### config.mk
export PLATFORM = sky130hd
export DESIGN_NAME = nvme_ctrl_regs
export DESIGN_NICKNAME = d
export VERILOG_FILES = /design/src/rtl/nvme_pkg.sv /design/src/rtl/nvme_db_decode.sv /design/src/rtl/nvme_ctrl_regs.sv
export SDC_FILE = /design/constraint.sdc
export NUM_CORES = 1
export LEC_CHECK = 0
export CORE_MARGIN = 2
export CORE_UTILIZATION = 40
export CTS_BUF_LIST = sky130_fd_sc_hd__clkbuf_4 sky130_fd_sc_hd__clkbuf_8 sky130_fd_sc_hd__clkbuf_16
export CTS_CLUSTER_DIAMETER = 100
export DETAILED_ROUTE_END_ITERATION = 6
export GPL_ROUTABILITY_DRIVEN = 0
export PLACE_DENSITY = 0.73
export REMOVE_ABC_BUFFERS = 1
export SKIP_CTS_REPAIR_TIMING = 1
export SLEW_MARGIN = 0
export SYNTH_ARGS = -nofsm -noshare
export SYNTH_HDL_FRONTEND = slang
export SYNTH_HIERARCHICAL = 1
export SYNTH_SLANG_ARGS = --single-unit
### constraint.sdc
create_clock -name clk -period 3.4 [get_ports clk]
set_clock_uncertainty 0.1 [all_clocks]
set_input_delay 0.68 -clock clk [delete_from_list [all_inputs] [get_ports clk]]
set_output_delay 0.68 -clock clk [all_outputs]
set_load 0.02 [all_outputs]
### src/rtl/nvme_pkg.sv
// nvme_pkg: shared definitions for the NVMe controller register block.
// Holds register byte offsets, the VS constant, the controller state enum,
// CC/CSTS field positions and a helper that builds the CAP value.
package nvme_pkg;

  // Register byte offsets (bits [1:0] of the bus address are ignored)
  localparam logic [15:0] REG_CAP_LO  = 16'h0000;
  localparam logic [15:0] REG_CAP_HI  = 16'h0004;
  localparam logic [15:0] REG_VS      = 16'h0008;
  localparam logic [15:0] REG_INTMS   = 16'h000C;
  localparam logic [15:0] REG_INTMC   = 16'h0010;
  localparam logic [15:0] REG_CC      = 16'h0014;
  localparam logic [15:0] REG_CSTS    = 16'h001C;
  localparam logic [15:0] REG_AQA     = 16'h0024;
  localparam logic [15:0] REG_ASQ_LO  = 16'h0028;
  localparam logic [15:0] REG_ASQ_HI  = 16'h002C;
  localparam logic [15:0] REG_ACQ_LO  = 16'h0030;
  localparam logic [15:0] REG_ACQ_HI  = 16'h0034;
  localparam logic [15:0] REG_DB_BASE = 16'h1000;

  localparam logic [31:0] NVME_VS = 32'h0001_0400;

  // CC fields: EN[0], CSS[6:4], MPS[10:7], AMS[13:11], SHN[15:14],
  // IOSQES[19:16], IOCQES[23:20]; everything else is reserved.
  localparam int CC_EN      = 0;
  localparam int CC_SHN_LSB = 14;
  localparam int CC_SHN_MSB = 15;
  localparam logic [31:0] CC_WMASK = 32'h00FF_FFF1;

  // CSTS fields: RDY[0], CFS[1], SHST[3:2]
  localparam int CSTS_RDY      = 0;
  localparam int CSTS_CFS      = 1;
  localparam int CSTS_SHST_LSB = 2;
  localparam int CSTS_SHST_MSB = 3;

  localparam logic [1:0] SHST_NONE = 2'd0;
  localparam logic [1:0] SHST_BUSY = 2'd1;
  localparam logic [1:0] SHST_DONE = 2'd2;

  // Queue base registers are 4 KiB aligned
  localparam logic [31:0] QBASE_LO_MASK = 32'hFFFF_F000;

  typedef enum logic [2:0] {
    ST_DISABLED  = 3'd0,
    ST_ENABLING  = 3'd1,
    ST_READY     = 3'd2,
    ST_DISABLING = 3'd3,
    ST_SHUTDOWN  = 3'd4
  } nvme_state_e;

  // CAP: MQES[15:0], CQR[16], TO[31:24], DSTRD[35:32], CSS NVM bit[37]
  function automatic logic [63:0] cap_value(input int unsigned qdepth,
                                            input int unsigned rdy_delay,
                                            input int unsigned dstrd);
    logic [63:0] c;
    c        = '0;
    c[15:0]  = 16'(qdepth - 1);
    c[16]    = 1'b1;
    c[31:24] = 8'((rdy_delay + 499) / 500);
    c[35:32] = 4'(dstrd);
    c[37]    = 1'b1;
    return c;
  endfunction

endpackage

### src/rtl/nvme_db_decode.sv
// nvme_db_decode: maps a bus byte address onto a doorbell.
// Doorbell n = 2*qid + is_cq lives at 0x1000 + n*(4 << DSTRD).
// Ports: addr (in, 16) -> hit, qid (6), is_cq. hit is 0 for addresses
// below 0x1000, for qids >= NUM_QP and for addresses that fall inside a
// stride slot but not on its first dword.
module nvme_db_decode
  import nvme_pkg::*;
#(
  parameter int NUM_QP = 4,
  parameter int DSTRD  = 0
) (
  input  logic [15:0] addr,
  output logic        hit,
  output logic [5:0]  qid,
  output logic        is_cq
);

  localparam int SHIFT = 2 + DSTRD;
  localparam logic [15:0] SLOT_MASK = 16'((1 << SHIFT) - 1);

  logic [15:0] off;
  logic [15:0] idx;
  logic [15:0] q_full;
  logic        aligned;

  always_comb begin
    off     = addr - REG_DB_BASE;
    idx     = off >> SHIFT;
    q_full  = idx >> 1;
    aligned = ((off & SLOT_MASK) & 16'hFFFC) == 16'h0000;
    hit     = (addr >= REG_DB_BASE) && aligned && (q_full < 16'(NUM_QP));
    qid     = q_full[5:0];
    is_cq   = idx[0];
  end

endmodule

### src/rtl/nvme_ctrl_regs.sv
// nvme_ctrl_regs: NVMe controller register file and enable/shutdown FSM.
// Ports: clk/reset_n (async, active-low); addr/wr_en/wr_data write port;
// rd_en -> rd_data/rd_valid one cycle later; fatal sets sticky CSTS.CFS;
// ctrl_en high in ENABLING/READY; db_* one-cycle doorbell pulse;
// aqa/asq/acq admin queue registers; dbg_state exposes the FSM state.
// Optional macro NVME_CTRL_REGS_INTMASK_EN adds INTMS/INTMC and int_mask.
module nvme_ctrl_regs
  import nvme_pkg::*;
#(
  parameter int NUM_QP    = 4,
  parameter int QDEPTH    = 64,
  parameter int DSTRD     = 0,
  parameter int RDY_DELAY = 8,
  parameter int SHN_DELAY = 16
) (
  input  logic        clk,
  input  logic        reset_n,
  input  logic [15:0] addr,
  input  logic        wr_en,
  input  logic [31:0] wr_data,
  input  logic        rd_en,
  input  logic        fatal,
  output logic [31:0] rd_data,
  output logic        rd_valid,
  output logic        ctrl_en,
  output logic        db_valid,
  output logic [5:0]  db_qid,
  output logic        db_is_cq,
  output logic [15:0] db_value,
  output logic [31:0] aqa,
  output logic [63:0] asq,
  output logic [63:0] acq,
`ifdef NVME_CTRL_REGS_INTMASK_EN
  output logic [31:0] int_mask,
`endif
  output nvme_state_e dbg_state
);

  localparam logic [63:0] CAP      = cap_value(QDEPTH, RDY_DELAY, DSTRD);
  localparam logic [31:0] RDY_LAST = 32'(RDY_DELAY - 1);
  localparam logic [31:0] SHN_LAST = 32'(SHN_DELAY - 1);

  nvme_state_e state_q, state_d;
  logic [31:0] cnt_q, cnt_d;
  logic        rdy_q, rdy_d;
  logic [1:0]  shst_q, shst_d;
  logic        cfs_q, cfs_d;
  logic [31:0] cc_q, cc_d;
  logic [31:0] aqa_q, aqa_d;
  logic [63:0] asq_q, asq_d;
  logic [63:0] acq_q, acq_d;
  logic [31:0] rd_data_q, rd_data_d;
  logic        rd_valid_q, rd_valid_d;
  logic        db_valid_q, db_valid_d;
  logic [5:0]  db_qid_q, db_qid_d;
  logic        db_is_cq_q, db_is_cq_d;
  logic [15:0] db_value_q, db_value_d;
`ifdef NVME_CTRL_REGS_INTMASK_EN
  logic [31:0] int_mask_q, int_mask_d;
`endif

  logic [15:0] waddr;
  logic [31:0] csts;
  logic [31:0] rd_mux;
  logic        q_wr_ok;
  logic        db_hit;
  logic [5:0]  db_qid_w;
  logic        db_is_cq_w;
  logic        db_fire;

  assign waddr = {addr[15:2], 2'b00};
  assign csts  = {28'h0, shst_q, cfs_q, rdy_q};

  nvme_db_decode #(.NUM_QP(NUM_QP), .DSTRD(DSTRD)) u_db_decode (
    .addr  (addr),
    .hit   (db_hit),
    .qid   (db_qid_w),
    .is_cq (db_is_cq_w)
  );

  // Read mux sees only current flop values, so a same-cycle write is not
  // visible to the read (pre-write value is returned).
  always_comb begin
    rd_mux = '0;
    case (waddr)
      REG_CAP_LO: rd_mux = CAP[31:0];
      REG_CAP_HI: rd_mux = CAP[63:32];
      REG_VS:     rd_mux = NVME_VS;
`ifdef NVME_CTRL_REGS_INTMASK_EN
      REG_INTMS:  rd_mux = int_mask_q;
      REG_INTMC:  rd_mux = int_mask_q;
`endif
      REG_CC:     rd_mux = cc_q;
      REG_CSTS:   rd_mux = csts;
      REG_AQA:    rd_mux = aqa_q;
      REG_ASQ_LO: rd_mux = asq_q[31:0];
      REG_ASQ_HI: rd_mux = asq_q[63:32];
      REG_ACQ_LO: rd_mux = acq_q[31:0];
      REG_ACQ_HI: rd_mux = acq_q[63:32];
      default:    rd_mux = '0;
    endcase
  end

  // Register writes, read response and doorbell pulse
  always_comb begin
    cc_d    = cc_q;
    aqa_d   = aqa_q;
    asq_d   = asq_q;
    acq_d   = acq_q;
    cfs_d   = cfs_q | fatal;
    // Admin queue registers are frozen once the controller is enabled or
    // still reports ready.
    q_wr_ok = !cc_q[CC_EN] && !rdy_q;
`ifdef NVME_CTRL_REGS_INTMASK_EN
    int_mask_d = int_mask_q;
`endif
    if (wr_en) begin
      case (waddr)
        REG_CC:     cc_d = wr_data & CC_WMASK;
        REG_AQA:    if (q_wr_ok) aqa_d = wr_data;
        REG_ASQ_LO: if (q_wr_ok) asq_d[31:0] = wr_data & QBASE_LO_MASK;
        REG_ASQ_HI: if (q_wr_ok) asq_d[63:32] = wr_data;
        REG_ACQ_LO: if (q_wr_ok) acq_d[31:0] = wr_data & QBASE_LO_MASK;
        REG_ACQ_HI: if (q_wr_ok) acq_d[63:32] = wr_data;
`ifdef NVME_CTRL_REGS_INTMASK_EN
        REG_INTMS:  int_mask_d = int_mask_q | wr_data;
        REG_INTMC:  int_mask_d = int_mask_q & ~wr_data;
`endif
        default: ;
      endcase
    end

    rd_valid_d = rd_en;
    rd_data_d  = rd_en ? rd_mux : 32'h0;

    db_fire    = wr_en && db_hit && (state_q == ST_READY) &&
                 ({16'h0, wr_data[15:0]} < 32'(QDEPTH));
    db_valid_d = db_fire;
    db_qid_d   = db_fire ? db_qid_w : 6'h0;
    db_is_cq_d = db_fire ? db_is_cq_w : 1'b0;
    db_value_d = db_fire ? wr_data[15:0] : 16'h0;
  end

  // FSM next state. Transitions look at cc_d so the FSM reacts in the same
  // edge that captures the CC write.
  always_comb begin
    state_d = state_q;
    cnt_d   = cnt_q;
    rdy_d   = rdy_q;
    shst_d  = shst_q;
    case (state_q)
      ST_DISABLED: begin
        if (cc_d[CC_EN]) begin
          state_d = ST_ENABLING;
          cnt_d   = '0;
        end
      end
      ST_ENABLING: begin
        if (!cc_d[CC_EN]) begin
          state_d = ST_DISABLING;
          cnt_d   = '0;
        end else if (cnt_q == RDY_LAST) begin
          // Hold at the terminal count while a fatal error is flagged
          if (!(fatal || cfs_q)) begin
            state_d = ST_READY;
            rdy_d   = 1'b1;
            cnt_d   = '0;
          end
        end else begin
          cnt_d = cnt_q + 32'd1;
        end
      end
      ST_READY: begin
        if (!cc_d[CC_EN]) begin
          state_d = ST_DISABLING;
          cnt_d   = '0;
        end else if (cc_d[CC_SHN_MSB:CC_SHN_LSB] != 2'b00) begin
          state_d = ST_SHUTDOWN;
          shst_d  = SHST_BUSY;
          cnt_d   = '0;
        end
      end
      ST_DISABLING: begin
        if (cnt_q == RDY_LAST) begin
          state_d = ST_DISABLED;
          rdy_d   = 1'b0;
          cnt_d   = '0;
        end else begin
          cnt_d = cnt_q + 32'd1;
        end
      end
      ST_SHUTDOWN: begin
        if (!cc_d[CC_EN]) begin
          state_d = ST_DISABLING;
          shst_d  = SHST_NONE;
          cnt_d   = '0;
        end else if (shst_q == SHST_BUSY) begin
          if (cnt_q == SHN_LAST) shst_d = SHST_DONE;
          else                   cnt_d  = cnt_q + 32'd1;
        end
      end
      default: begin
        state_d = ST_DISABLED;
        cnt_d   = '0;
      end
    endcase
  end

  // FSM outputs
  always_comb begin
    ctrl_en   = (state_q == ST_ENABLING) || (state_q == ST_READY);
    dbg_state = state_q;
  end

  always_ff @(posedge clk or negedge reset_n) begin
    if (!reset_n) begin
      state_q    <= ST_DISABLED;
      cnt_q      <= '0;
      rdy_q      <= 1'b0;
      shst_q     <= SHST_NONE;
      cfs_q      <= 1'b0;
      cc_q       <= '0;
      aqa_q      <= '0;
      asq_q      <= '0;
      acq_q      <= '0;
      rd_data_q  <= '0;
      rd_valid_q <= 1'b0;
      db_valid_q <= 1'b0;
      db_qid_q   <= '0;
      db_is_cq_q <= 1'b0;
      db_value_q <= '0;
`ifdef NVME_CTRL_REGS_INTMASK_EN
      int_mask_q <= '0;
`endif
    end else begin
      state_q    <= state_d;
      cnt_q      <= cnt_d;
      rdy_q      <= rdy_d;
      shst_q     <= shst_d;
      cfs_q      <= cfs_d;
      cc_q       <= cc_d;
      aqa_q      <= aqa_d;
      asq_q      <= asq_d;
      acq_q      <= acq_d;
      rd_data_q  <= rd_data_d;
      rd_valid_q <= rd_valid_d;
      db_valid_q <= db_valid_d;
      db_qid_q   <= db_qid_d;
      db_is_cq_q <= db_is_cq_d;
      db_value_q <= db_value_d;
`ifdef NVME_CTRL_REGS_INTMASK_EN
      int_mask_q <= int_mask_d;
`endif
    end
  end

  assign rd_data  = rd_data_q;
  assign rd_valid = rd_valid_q;
  assign db_valid = db_valid_q;
  assign db_qid   = db_qid_q;
  assign db_is_cq = db_is_cq_q;
  assign db_value = db_value_q;
  assign aqa      = aqa_q;
  assign asq      = asq_q;
  assign acq      = acq_q;
`ifdef NVME_CTRL_REGS_INTMASK_EN
  assign int_mask = int_mask_q;
`endif

endmodule

==> report_table.html <==
<table>
<tr><th>Metric</th><th>Value</th></tr>
<tr><th colspan="2">Die</th></tr>
<tr><td>FP Rows</td><td>just over 60</td></tr>
<tr><td>Horiz. Die Dim</td><td>171 um</td></tr>
<tr><td>Num ports</td><td>around 270</td></tr>
<tr><td>Std-Cell Core Area</td><td>between 0.02 and 0.03 mm2</td></tr>
<tr><td>Starting Density</td><td>about two fifths</td></tr>
<tr><td>Die Footprint</td><td>0.0293 mm2</td></tr>
<tr><td>Vertical die dimension</td><td>171 um</td></tr>
<tr><th colspan="2">Yosys</th></tr>
<tr><td>FF+latch count, synth</td><td>253</td></tr>
<tr><td>Synth Area in Adders</td><td>0.112%</td></tr>
<tr><td>Dominant register cell in the synthesized netlist</td><td>dfrtp_1</td></tr>
<tr><td>Library cell with the largest summed area after synthesis</td><td>dfrtp_1</td></tr>
<tr><td>Mean area per synthesized cell</td><td>around 12 um2</td></tr>
<tr><td>Ranking of synthesized cells by instance count</td><td>dfrtp_1 (253), mux2_2 (151), a22oi_1 (54)</td></tr>
<tr><td>Number of flops mapped to enable cells by yosys</td><td>0</td></tr>
<tr><td>Synth Area in XOR/XNOR</td><td>less than 1%</td></tr>
<tr><td>Distinct cell type count of the synthesized netlist</td><td>62</td></tr>
<tr><td>Share of synthesized area occupied by flip-flops and latches</td><td>a little under three fifths</td></tr>
<tr><td>Cell area after synthesis</td><td>0.0112 mm2</td></tr>
<tr><td>Gate Count Post-Synth</td><td>900</td></tr>
<tr><td>Largest family of logic cells by synthesized area</td><td>multiplexers</td></tr>
<tr><td>Leading post-synthesis cells by cell area</td><td>dfrtp_1 (57%), mux2_2 (15%), a22oi_1 (3.6%), buf_4 (2.3%), a21oi_1 (1.9%)</td></tr>
<tr><td>Yosys top cell area share</td><td>56.6%</td></tr>
<tr><td>Most numerous cell in the Yosys netlist</td><td>dfrtp_1</td></tr>
<tr><td>Mux share of post-synthesis cell area</td><td>approximately 16%</td></tr>
<tr><td>Area share of and/or/nand/nor cells after synthesis</td><td>under 10%</td></tr>
<tr><td>Share of flip-flops with an asynchronous set or reset after synthesis</td><td>between 90% and 100%</td></tr>
<tr><td>Yosys warns</td><td>6</td></tr>
<tr><td>Compound-Gate Fraction of Synth Area</td><td>around an eighth</td></tr>
<tr><th colspan="2">Timing</th></tr>
<tr><td>Minimum hold slack</td><td>0.0405 ns</td></tr>
<tr><td>Worst relative slew slack</td><td>53.2%</td></tr>
<tr><td>Number of setup violations in the final report</td><td>0</td></tr>
<tr><td>Slew at the pin with the worst max-slew slack</td><td>roughly 0.7 ns</td></tr>
<tr><td>Final Max Slew Viols</td><td>0</td></tr>
<tr><td>Post-route clock period utilization</td><td>just over 90%</td></tr>
<tr><td>Total negative setup slack</td><td>0 ns</td></tr>
<tr><td>Maximum clock frequency</td><td>0.317 GHz</td></tr>
<tr><td>Final hold violation count</td><td>0</td></tr>
<tr><td>Unrepaired setup endpoints after global routing</td><td>no</td></tr>
<tr><td>Min cycle time layout</td><td>roughly 3.2 ns</td></tr>
<tr><th colspan="2">Placed design</th></tr>
<tr><td>Number of buffers added on ports</td><td>approximately 250</td></tr>
<tr><td>Placed wire-length estimate after detailed placement</td><td>between 20000 and 25000 um</td></tr>
<tr><td>Post-placement cell area</td><td>0.0145 mm2</td></tr>
<tr><th colspan="2">Clocking</th></tr>
<tr><td>Clk Latency, worst-skew pair</td><td>around 0.54 ns</td></tr>
<tr><td>CTS Root Cell</td><td>clkbuf_16</td></tr>
<tr><td>Number of buffers created by CTS</td><td>28</td></tr>
<tr><td>TritonCTS clock tree</td><td>done</td></tr>
<tr><td>Num Clock Sinks</td><td>~250</td></tr>
<tr><td>Clk slew on worst S/H paths</td><td>roughly 0.060 ns</td></tr>
<tr><td>Clock Tree Buf Depth</td><td>3</td></tr>
<tr><td>Maximum level of the CTS H-tree</td><td>1</td></tr>
<tr><th colspan="2">Detailed routing</th></tr>
<tr><td>Vias after detailed routing</td><td>about 8700</td></tr>
<tr><td>Detail-routed via count per cell</td><td>around 5.5</td></tr>
<tr><td>DRT iter0 DRCs</td><td>654</td></tr>
<tr><td>Number of nets with antenna violations after detailed routing</td><td>0</td></tr>
<tr><td>Total wirelength of the detailed-routed design</td><td>roughly 33000 um</td></tr>
<tr><td>Post-route DRC</td><td>0</td></tr>
<tr><td>Detail-routed net length per standard cell</td><td>about 21 um</td></tr>
<tr><td>Number of optimization iterations in the first detailed-route pass</td><td>7</td></tr>
<tr><th colspan="2">Final layout</th></tr>
<tr><td>Number of nets in the final layout</td><td>1249</td></tr>
<tr><td>Share of layout cells above drive strength 1</td><td>about 26%</td></tr>
<tr><td>Post-synthesis to final-layout area growth</td><td>38.5%</td></tr>
<tr><td>Finished Core Util</td><td>between 50 and 60%</td></tr>
<tr><td>Count of fill cells added during filler insertion</td><td>approximately 2300</td></tr>
<tr><td>ANT cells</td><td>0</td></tr>
<tr><td>Flip-flop and latch area</td><td>around 0.0063 mm2</td></tr>
<tr><td>Area taken by multi-input logic gates</td><td>approximately 0.0045 mm2</td></tr>
<tr><td>Post-route cell area</td><td>0.0155 mm2</td></tr>
<tr><th colspan="2">Setup path</th></tr>
<tr><td>Worst Path Class, Setup</td><td>primary input to register</td></tr>
<tr><td>Highest-delay cell along the critical path</td><td>clkdlybuf4s50_1</td></tr>
<tr><td>Worst setup EP type</td><td>register</td></tr>
<tr><td>Critical path required time</td><td>3.73 ns</td></tr>
<tr><td>Cell count of the worst reg-to-reg path</td><td>9</td></tr>
<tr><td>Startpoint kind of the worst setup timing path</td><td>primary input</td></tr>
<tr><td>Startpoint of the most critical register-to-register path</td><td>cnt_q[27]</td></tr>
<tr><td>Max Fanout on Critical Path</td><td>28</td></tr>
<tr><td>Arr. time, crit path</td><td>around 3.5 ns</td></tr>
<tr><td>Largest incremental delay on the critical path</td><td>roughly 0.44 ns</td></tr>
<tr><td>Register-to-Register Setup Slack</td><td>0.53 ns</td></tr>
<tr><td>Cell breakdown of the critical path</td><td>clkdlybuf4s50_1 &gt; nor4_2 &gt; buf_4 &gt; and4_2 &gt; mux2_4 &gt; o21ai_4 &gt; o221ai_4 &gt; or2_1 &gt; buf_12 &gt; o41ai_2</td></tr>
<tr><td>Worst R2R End</td><td>dbg_state[1]</td></tr>
<tr><th colspan="2">Power</th></tr>
<tr><td>Total chip power</td><td>a little over 7 mW</td></tr>
<tr><td>Leakage</td><td>roughly 7 nW</td></tr>
<tr><td>Total power divided by cell area</td><td>around 470 mW/mm2</td></tr>
<tr><td>VDD IR max</td><td>~0.5 mV</td></tr>
<tr><th colspan="2">Global route</th></tr>
<tr><td>Aggregate global-route resource usage</td><td>between 20% and 30%</td></tr>
<tr><td>Final global-route overflow total</td><td>0</td></tr>
<tr><td>Number of antenna violations at the first check in global routing</td><td>0</td></tr>
<tr><td>Number of global-route vias before repair</td><td>between 8000 and 9000</td></tr>
<tr><td>Wire length of the first global-routing pass</td><td>roughly 50000 um</td></tr>
<tr><td>Largest net degree at the start of global routing</td><td>84</td></tr>
<tr><th colspan="2">Run status</th></tr>
<tr><td>Result of the run</td><td>finished, final reports clean</td></tr>
<tr><th colspan="2">Flow run</th></tr>
<tr><td>Maximum Capacitance Violations</td><td>0</td></tr>
<tr><th colspan="2">Min path</th></tr>
<tr><td>Worst hold path class</td><td>primary input to asynchronous set/reset pin</td></tr>
</table>
-- where the power goes --
group          leakage, nW  switching, mW  total (mW)  internal, mW
combinational         2.84          0.555       0.944         0.389
clock                0.476           1.23        3.21          1.99
sequential            3.50         0.0727        3.11          3.04
-- sequential cells by signal (all words and copies together) (netlist names) --
name,cells
asq,52
cfs_q,1
db_is_cq,1
db_value,16
db_qid,6
acq,52
db_valid,1
aqa,32
rdy_q,1
cnt_q,32
shst_q,2
rd_data,32
dbg_state,3
rd_valid,1
cc_q,21
-- area by class of cell --
type	count	share of cell area [%]
sequential	253	40.8
timing repair buffer	316	20.3
multi-input combinational	590	29.3
clock buffer	33	4.95
inverter	6	0.145
tap	378	3.05
clock inverter	15	1.40
-- placed cells by master (no fill, tap or decap), types with 4 or more instances in the layout --
cell / count
o21ai_0: 30
a31oi_1: 18
a21oi_1: 43
nor2b_1: 7
conb_1: 34
clkinvlp_4: 4
inv_1: 6
mux2_2: 151
o31ai_2: 15
clkbuf_16: 29
buf_4: 57
nor2_1: 27
nand2b_1: 9
clkdlybuf4s50_1: 246
nor4b_1: 5
nor4_1: 9
nand4_1: 4
clkinv_2: 4
nand2_1: 37
o21ai_2: 4
mux2_1: 4
nand3_1: 17
o21ai_1: 5
buf_12: 12
o31ai_1: 6
a222oi_1: 11
and3_1: 13
a22oi_1: 54
and2_1: 18
dfrtp_1: 253
nor3_1: 8
nor4_2: 4
bufinv_16: 5
or4_1: 5
-- per-layer routing --
metal,wire length [um],vias up,track usage [%]
li1,-,3878,-
met1,13300,4442,28.6
met2,16600,360,38.4
met3,2440,53,4.16
met4,761,0,5.67
met5,0,-,0
-- worst max path at each step --
stage                        start   endpoint  slack (ns)  cells past startpoint
after floorplan            addr[7]    asq[32]       -1.81                      4
after global placement    addr[11]  cnt_q[22]       -0.24                     10
after detailed placement   addr[7]  cnt_q[22]       -0.29                     10
after CTS                  addr[7]  cnt_q[22]        0.24                     10
after global routing       addr[7]  cnt_q[22]        0.08                     10
final                     addr[11]  cnt_q[13]        0.24                     10
-- stage by stage --
stage               std cells  worst slack [ns]
finish                   1591             0.242
global route             1591            0.0811
CTS                      1591             0.239
detailed placement       1543            -0.289
global placement         1543            -0.243
floorplan                 849             -1.81
-- worst max-delay path, delay by kind of cell --
| kind | cells | cell delay, ns |
|---|---|---|
| compound gates | 3 | 0.63 |
| simple gates | 3 | 0.99 |
| mux | 1 | 0.36 |
| buf+inv | 3 | 0.81 |
-- cell families (layout without fill, tap and decap cells) --
family / count (synthesis) / in the layout
other: 1 / 34
adder cells (fa/ha/maj): 1 / 1
buffers and inverters: 90 / 370
flip-flops: 253 / 253
XOR/XNOR: 1 / 1
multiplexers: 160 / 160
AND/OR/NAND/NOR: 191 / 191
AO/OA/AOI/OAI: 203 / 203
Note: power is estimated with default switching activity, not from simulation.
